$ cat src/rtl/mfcc_melbank_rd_sched.sv
// rtl/mfcc_melbank_rd_sched.sv - round-robin burst read scheduler for the mel coefficient ROM
//
// Shares one single-port coefficient ROM between two burst requesters.
// It arbitrates round-robin, issues one ROM address per cycle while the
// response FIFO has room, and tracks the ROM read latency. It returns the
// coefficients through a first-word-fall-through FIFO tagged with id and last.
//
// Ports:
//   clk_tb, tb_rst              clock, asynchronous active-high reset
//   reqN_valid/addr/len         burst request from requester N (len 0..2^ADDR_WIDTH)
//   reqN_ready                  one-cycle accept pulse for requester N
//   rom_addr                    registered ROM read address
//   rom_rd_data                 ROM read data, valid LAT cycles after rom_addr
//   rsp_valid/data/id/last      FIFO head; popped when rsp_valid & rsp_ready
//   rsp_ready                   consumer accepts head
//   busy                        a burst is being issued or drained
//   err_len                     pulses with ready when a zero-length burst is accepted

module mfcc_melbank_rd_sched #(
  parameter int ADDR_WIDTH = 9,
  parameter int DATA_WIDTH = 8,
  parameter int OUT_REG    = 0,
  parameter int FIFO_DEPTH = 4
) (
  input  logic                  clk_tb,
  input  logic                  tb_rst,
  input  logic                  req0_valid,
  input  logic [ADDR_WIDTH-1:0] req0_addr,
  input  logic [ADDR_WIDTH:0]   req0_len,
  output logic                  req0_ready,
  input  logic                  req1_valid,
  input  logic [ADDR_WIDTH-1:0] req1_addr,
  input  logic [ADDR_WIDTH:0]   req1_len,
  output logic                  req1_ready,
  output logic [ADDR_WIDTH-1:0] rom_addr,
  input  logic [DATA_WIDTH-1:0] rom_rd_data,
  output logic                  rsp_valid,
  output logic [DATA_WIDTH-1:0] rsp_data,
  output logic                  rsp_id,
  output logic                  rsp_last,
  input  logic                  rsp_ready,
  output logic                  busy,
  output logic                  err_len
);

  localparam int LAT    = 1 + OUT_REG;
  // One stage for the rom_addr register plus LAT stages of ROM latency.
  localparam int PIPE_N = LAT + 1;
  localparam int PTR_W  = $clog2(FIFO_DEPTH);
  localparam int CNT_W  = PTR_W + 1;
  localparam logic [CNT_W:0]      DEPTH_C = (CNT_W + 1)'(FIFO_DEPTH);
  localparam logic [ADDR_WIDTH:0] LEN_ONE = (ADDR_WIDTH + 1)'(1);

  typedef enum logic [1:0] {
    S_IDLE  = 2'd0,
    S_BURST = 2'd1,
    S_DRAIN = 2'd2
  } state_t;

  state_t state_q, state_d;

  logic                  rr_ptr_q;
  logic                  req0_ready_q, req1_ready_q, err_len_q;
  logic [ADDR_WIDTH-1:0] cur_addr_q;
  logic [ADDR_WIDTH:0]   remaining_q;
  logic                  cur_id_q;
  logic [ADDR_WIDTH-1:0] rom_addr_q;

  logic [PIPE_N-1:0]     pipe_vld_q, pipe_id_q, pipe_last_q;
  logic [CNT_W-1:0]      inflight_q;

  logic [DATA_WIDTH-1:0] fifo_data_q [FIFO_DEPTH];
  logic [FIFO_DEPTH-1:0] fifo_id_q, fifo_last_q;
  logic [PTR_W-1:0]      wr_ptr_q, rd_ptr_q;
  logic [CNT_W-1:0]      fifo_count_q;

  logic                  grant_en, grant_id;
  logic [ADDR_WIDTH-1:0] grant_addr;
  logic [ADDR_WIDTH:0]   grant_len;
  logic                  issue_room, issue;
  logic                  pipe_exit, push, pop;

  // Arbitration. The ready pulse is registered, so the requester still holds
  // valid in the cycle it sees ready. Granting is suppressed in that cycle so
  // that a zero-length burst (which leaves us in IDLE) is not accepted twice.
  always_comb begin
    grant_en   = 1'b0;
    grant_id   = 1'b0;
    grant_addr = req0_addr;
    grant_len  = req0_len;
    if (state_q == S_IDLE && !req0_ready_q && !req1_ready_q) begin
      if (req0_valid && req1_valid) begin
        grant_en = 1'b1;
        grant_id = rr_ptr_q;
      end else if (req0_valid) begin
        grant_en = 1'b1;
        grant_id = 1'b0;
      end else if (req1_valid) begin
        grant_en = 1'b1;
        grant_id = 1'b1;
      end
    end
    if (grant_id) begin
      grant_addr = req1_addr;
      grant_len  = req1_len;
    end
  end

  // Room check uses the pre-pop FIFO count: words in the FIFO plus words
  // still in the ROM latency pipe must leave a free slot for the new issue.
  assign issue_room = ({1'b0, fifo_count_q} + {1'b0, inflight_q}) < DEPTH_C;

  always_ff @(posedge clk_tb or posedge tb_rst) begin
    if (tb_rst) begin
      state_q <= S_IDLE;
    end else begin
      state_q <= state_d;
    end
  end

  always_comb begin
    state_d = state_q;
    issue   = 1'b0;
    case (state_q)
      S_IDLE: begin
        if (grant_en && grant_len != '0) begin
          state_d = S_BURST;
        end
      end
      S_BURST: begin
        if (issue_room) begin
          issue = 1'b1;
          if (remaining_q == LEN_ONE) begin
            state_d = S_DRAIN;
          end
        end
      end
      S_DRAIN: begin
        if (inflight_q == '0) begin
          state_d = S_IDLE;
        end
      end
      default: state_d = S_IDLE;
    endcase
  end

  assign pipe_exit = pipe_vld_q[PIPE_N-1];
  assign push      = pipe_exit;
  assign pop       = rsp_valid & rsp_ready;

  // Grant bookkeeping, address sequencing and the latency pipe.
  always_ff @(posedge clk_tb or posedge tb_rst) begin
    if (tb_rst) begin
      rr_ptr_q     <= 1'b0;
      req0_ready_q <= 1'b0;
      req1_ready_q <= 1'b0;
      err_len_q    <= 1'b0;
      cur_addr_q   <= '0;
      remaining_q  <= '0;
      cur_id_q     <= 1'b0;
      rom_addr_q   <= '0;
      pipe_vld_q   <= '0;
      pipe_id_q    <= '0;
      pipe_last_q  <= '0;
      inflight_q   <= '0;
    end else begin
      req0_ready_q <= grant_en && !grant_id;
      req1_ready_q <= grant_en && grant_id;
      err_len_q    <= grant_en && (grant_len == '0);

      if (grant_en) begin
        cur_addr_q  <= grant_addr;
        remaining_q <= grant_len;
        cur_id_q    <= grant_id;
        rr_ptr_q    <= ~grant_id;
      end else if (issue) begin
        rom_addr_q  <= cur_addr_q;
        cur_addr_q  <= cur_addr_q + 1'b1;
        remaining_q <= remaining_q - 1'b1;
      end

      pipe_vld_q  <= {pipe_vld_q[PIPE_N-2:0], issue};
      pipe_id_q   <= {pipe_id_q[PIPE_N-2:0], cur_id_q};
      pipe_last_q <= {pipe_last_q[PIPE_N-2:0], remaining_q == LEN_ONE};

      case ({issue, pipe_exit})
        2'b10:   inflight_q <= inflight_q + 1'b1;
        2'b01:   inflight_q <= inflight_q - 1'b1;
        default: inflight_q <= inflight_q;
      endcase
    end
  end

  // Response FIFO control.
  always_ff @(posedge clk_tb or posedge tb_rst) begin
    if (tb_rst) begin
      wr_ptr_q     <= '0;
      rd_ptr_q     <= '0;
      fifo_count_q <= '0;
      fifo_id_q    <= '0;
      fifo_last_q  <= '0;
    end else begin
      if (push) begin
        wr_ptr_q              <= wr_ptr_q + 1'b1;
        fifo_id_q[wr_ptr_q]   <= pipe_id_q[PIPE_N-1];
        fifo_last_q[wr_ptr_q] <= pipe_last_q[PIPE_N-1];
      end
      if (pop) begin
        rd_ptr_q <= rd_ptr_q + 1'b1;
      end
      case ({push, pop})
        2'b10:   fifo_count_q <= fifo_count_q + 1'b1;
        2'b01:   fifo_count_q <= fifo_count_q - 1'b1;
        default: fifo_count_q <= fifo_count_q;
      endcase
    end
  end

  // Data storage needs no reset; the head is masked while the FIFO is empty.
  always_ff @(posedge clk_tb) begin
    if (push) begin
      fifo_data_q[wr_ptr_q] <= rom_rd_data;
    end
  end

  assign req0_ready = req0_ready_q;
  assign req1_ready = req1_ready_q;
  assign err_len    = err_len_q;
  assign rom_addr   = rom_addr_q;
  assign busy       = (state_q != S_IDLE);
  assign rsp_valid  = (fifo_count_q != '0);
  assign rsp_data   = rsp_valid ? fifo_data_q[rd_ptr_q] : '0;
  assign rsp_id     = rsp_valid & fifo_id_q[rd_ptr_q];
  assign rsp_last   = rsp_valid & fifo_last_q[rd_ptr_q];

endmodule

$ cat config.mk
export PLATFORM = sky130hd
export DESIGN_NAME = mfcc_melbank_rd_sched
export DESIGN_NICKNAME = d
export VERILOG_FILES = /design/src/rtl/mfcc_melbank_rd_sched.sv
export SDC_FILE = /design/constraint.sdc
export NUM_CORES = 1
export LEC_CHECK = 0
export ABC_CLOCK_PERIOD_IN_PS = 6050
export CORE_ASPECT_RATIO = 0.8
export CORE_MARGIN = 3
export CORE_UTILIZATION = 55
export CTS_CLUSTER_SIZE = 28
export DETAILED_ROUTE_END_ITERATION = 16
export HOLD_SLACK_MARGIN = 0.08
export PLACE_DENSITY = 0.82
export SYNTH_ARGS = -nofsm -noshare
export SYNTH_HDL_FRONTEND = slang
export SYNTH_SLANG_ARGS = --single-unit
export TNS_END_PERCENT = 5
$ cat constraint.sdc
create_clock -name clk_tb -period 6.05 [get_ports clk_tb]
set_input_delay 1.815 -clock clk_tb [delete_from_list [all_inputs] [get_ports clk_tb]]
set_output_delay 1.815 -clock clk_tb [all_outputs]
set_load 0.05 [all_outputs]
==> impl_metrics.xml <==
<?xml version="1.0" encoding="UTF-8"?>
<metrics>
  <group name="outcome">
    <metric name="run_status" unit="">complete, no violations</metric>
  </group>
  <group name="worst_setup_path">
    <metric name="cell_type_of_the_slowest_stage_on_the_worst_timing_path" unit="">dfrtp_1</metric>
    <metric name="critPathCaptureType" unit="">output port</metric>
    <metric name="path_buf_inv" unit="">1</metric>
    <metric name="cp_top_family" unit="">flip-flops</metric>
    <metric name="data_required_time_of_the_worst_path" unit="ns">4.24</metric>
    <metric name="timing.critical_path.arrival" unit="ns">2.65</metric>
    <metric name="timing.critical_path.fanout_max" unit="">12</metric>
    <metric name="r2r.worst_path.cells" unit="">7</metric>
    <metric name="critical_path_depth" unit="">3</metric>
    <metric name="setup.worst_path.start_class" unit="">flop</metric>
    <metric name="worst-setup-path-type" unit="">reg -&gt; out</metric>
    <metric name="critical-path-max-stage-delay" unit="ns">0.82</metric>
    <metric name="path_cells" unit="">mux4_2 -&gt; and2_1 -&gt; clkdlybuf4s50_1</metric>
  </group>
  <group name="global_routing">
    <metric name="grt_max_degree" unit="">60</metric>
    <metric name="number_of_global_route_vias_before_repair" unit="">3236</metric>
    <metric name="globalRouteOverflowTotal" unit="">0</metric>
    <metric name="grt_antenna_before_repair" unit="">0</metric>
    <metric name="groute.usage.overall" unit="">0.229</metric>
    <metric name="grt_first_pass_wirelength" unit="mm">16.3</metric>
  </group>
  <group name="die">
    <metric name="die_height" unit="µm">84.9</metric>
    <metric name="std_cell_rows" unit="">28</metric>
    <metric name="design.portCount" unit="">75</metric>
    <metric name="die_x" unit="µm">105</metric>
    <metric name="effective_utilization_at_floorplan" unit="">0.573</metric>
    <metric name="floorplan.core_area" unit="µm²">7460</metric>
    <metric name="die-area" unit="µm²">8870</metric>
  </group>
  <group name="synth">
    <metric name="yosysSeqAreaShare" unit="">0.570</metric>
    <metric name="synth-adder-area-share" unit="">0.0416</metric>
    <metric name="mapped_avg_cell_area" unit="µm²">11.8</metric>
    <metric name="synth_top_flop_cell" unit="">dfrtp_1</metric>
    <metric name="synth_fp_nets" unit="">426</metric>
    <metric name="synth_top_cells_by_area" unit="">dfrtp_1 (35%), edfxtp_1 (22%), mux4_2 (5.3%), nand2_1 (4.3%), ha_1 (3.2%)</metric>
    <metric name="yosys-mux-area-fraction" unit="">0.0983</metric>
    <metric name="yosys-top-cells-count" unit="">dfrtp_1 (59), nand2_1 (49), edfxtp_1 (32)</metric>
    <metric name="ys_warn_count" unit="">0</metric>
    <metric name="synth_area" unit="µm²">4280</metric>
    <metric name="combinational_family_with_the_most_area_after_synthesis" unit="">simple AND/OR/NAND/NOR gates</metric>
    <metric name="synth-edff-count" unit="">32</metric>
    <metric name="synth-simple-area-share" unit="">0.139</metric>
    <metric name="asyncSetResetFlopFracSynth" unit="">0.648</metric>
    <metric name="syn_inst" unit="">362</metric>
    <metric name="synth-xor-area-share" unit="">0.0246</metric>
    <metric name="synthDominantAreaCellType" unit="">dfrtp_1</metric>
    <metric name="synthMostInstantiatedCell" unit="">dfrtp_1</metric>
    <metric name="synth_compound_gate_area_share" unit="">0.0928</metric>
    <metric name="yosys.area.top_type_share" unit="">0.345</metric>
    <metric name="synth_cell_type_count" unit="">48</metric>
    <metric name="ys_ff_latch" unit="">91</metric>
  </group>
  <group name="cts">
    <metric name="cts_tree" unit="">yes</metric>
    <metric name="post_cts_resize_count" unit="">0</metric>
    <metric name="clock_path_buffers" unit="">2</metric>
    <metric name="root_buffer" unit="">clkbuf_8</metric>
    <metric name="worst_setup_hold_path_clk_slew" unit="ns">0.10</metric>
    <metric name="postCtsSetupBuffers" unit="">0</metric>
    <metric name="cts_htree_levels" unit="">3</metric>
    <metric name="clk-insertion-delay-late" unit="ns">0.36</metric>
    <metric name="hold_buffers" unit="">0</metric>
    <metric name="clock_sink_count" unit="">91</metric>
    <metric name="cts_made_buffers" unit="">9</metric>
  </group>
  <group name="cells_and_area">
    <metric name="post_route_cells_drive_above_1_share" unit="">0.111</metric>
    <metric name="fill_cells" unit="">531</metric>
    <metric name="flow.area_growth_from_synthesis" unit="%">23.9</metric>
    <metric name="num-nets-final" unit="">499</metric>
    <metric name="num_antenna_cells" unit="">0</metric>
  </group>
  <group name="pwr">
    <metric name="max-vdd-ir-drop" unit="mV">0.208</metric>
    <metric name="power_per_cell_area" unit="nW/µm²">459</metric>
    <metric name="cellLeakagePower" unit="nW">2.20</metric>
  </group>
  <group name="route">
    <metric name="number_of_nets_with_antenna_violations_after_routing" unit="">0</metric>
    <metric name="route.detailed.vias_per_inst" unit="">5.76</metric>
    <metric name="wl_met1" unit="mm">4.29</metric>
    <metric name="met3_length" unit="µm">526</metric>
    <metric name="vias" unit="">3137</metric>
    <metric name="dr.max_layer_used" unit="">met4</metric>
    <metric name="drt_iter0_drc" unit="">188</metric>
    <metric name="wl_per_cell" unit="µm">17.6</metric>
    <metric name="detail_route.first_pass.iterations" unit="">5</metric>
    <metric name="met2WireLength" unit="mm">4.71</metric>
    <metric name="routed_wl" unit="mm">9.59</metric>
    <metric name="drc_violations" unit="">0</metric>
  </group>
  <group name="timing">
    <metric name="fin_tns_setup" unit="ns">0</metric>
    <metric name="timing.final.setup_violations" unit="">0</metric>
    <metric name="final_min_period_over_clock_period" unit="">0.738</metric>
    <metric name="timing.max_slew.rel_slack" unit="">0.336</metric>
    <metric name="rsz0062_at_grt" unit="">no</metric>
    <metric name="worst_slew_pin_slew" unit="ns">0.996</metric>
    <metric name="finClkSkew" unit="ns">0.00942</metric>
    <metric name="worst_hold_slack" unit="ns">0.348</metric>
    <metric name="slew_violations" unit="">0</metric>
    <metric name="min_period" unit="ns">4.47</metric>
    <metric name="max_freq" unit="GHz">0.224</metric>
    <metric name="hold_violations" unit="">0</metric>
  </group>
  <group name="worst_hold_path">
    <metric name="hp-class" unit="">reg -&gt; reg</metric>
    <metric name="whs_path_depth" unit="">0</metric>
  </group>
  <group name="place">
    <metric name="gp_routability_congestion" unit="">0.839</metric>
    <metric name="placement.io_buffers" unit="">74</metric>
    <metric name="detailed_place_hpwl" unit="mm">7.02</metric>
  </group>
  <group name="flow_run">
    <metric name="max_cap_violations" unit="">0</metric>
  </group>
</metrics>
-- final timing paths --
kind,from,endpoint,slack (ns)
max in group asynchronous,tb_rst,cur_addr_q[2],3.56
min in group asynchronous,tb_rst,fifo_last_q[0],2.00
worst max register to register,inflight_q[2],remaining_q[5],3.29
worst max-delay path,rd_ptr_q[0],rsp_data[1],1.58
worst min register to register,pipe_last_q[0],pipe_last_q[1],0.35
worst min-delay path,pipe_last_q[0],pipe_last_q[1],0.35
-- layout by cell type (no fill, tap or decap), types with 4 or more instances in the layout --
master / n
dfrtp_1: 59
and2_1: 12
a21oi_1: 11
inv_1: 19
nand3_1: 15
mux2_2: 12
nor3_1: 5
ha_1: 11
edfxtp_1: 32
clkdlybuf4s50_1: 74
mux4_2: 10
nand2_1: 49
mux2i_1: 6
o21ai_0: 19
a31oi_1: 4
and3_1: 5
nor4_1: 5
nor2_1: 19
clkbuf_8: 9
xnor2_1: 6
inv_8: 4
xor2_1: 6
-- cell type report --
class,instances,area [µm²],share of cell area
clock buffers,9,124,0.0234
clock inverters,7,67.6,0.0128
multi-input cells,235,1690,0.320
repair buffers,77,763,0.144
inverters,21,78.8,0.0149
flip-flops and latches,91,2440,0.460
well taps,105,131,0.0248
-- routing by layer --
layer  up-vias  GRT usage
li1       1453          -
met1      1559      0.332
met5         -          0
met3         7     0.0471
met2       118      0.363
met4         0     0.0548
-- flip-flops by register name, summed over array words and instances (netlist names) --
name          count
cur_id_q          1
fifo_count_q      3
pipe_vld_q        2
req0_ready        1
rom_addr          9
fifo_last_q       4
inflight_q        3
rd_ptr_q          2
state_q           2
fifo_data_q      32
pipe_last_q       2
rr_ptr_q          1
err_len           1
fifo_id_q         4
cur_addr_q        9
wr_ptr_q          2
req1_ready        1
remaining_q      10
pipe_id_q         2
-- stage by stage --
stage	power (mW)	worst slack (ns)	instances	area, µm²	util
2_1_floorplan	1.70	2.64	362	4280	-
3_3_place_gp	2.00	1.99	529	5100	0.684
3_5_place_dp	2.05	1.95	529	5100	0.684
4_1_cts	2.45	1.56	545	5300	0.710
5_1_grt	2.60	1.44	545	5300	0.710
6_report	2.43	1.58	545	5300	0.710
-- kinds of logic after synthesis --
group / after synthesis
buf+inv: 36
xor+xnor: 12
fa+ha+maj: 13
compound gates: 59
simple gates: 123
flops: 91
mux: 28
-- power breakdown --
part           leakage, nW  switching, mW  internal, mW
clock               0.0893          0.233         0.161
sequential            1.05          0.151         0.792
combinational         1.06          0.669         0.427
(Power assumes the default switching activity.)
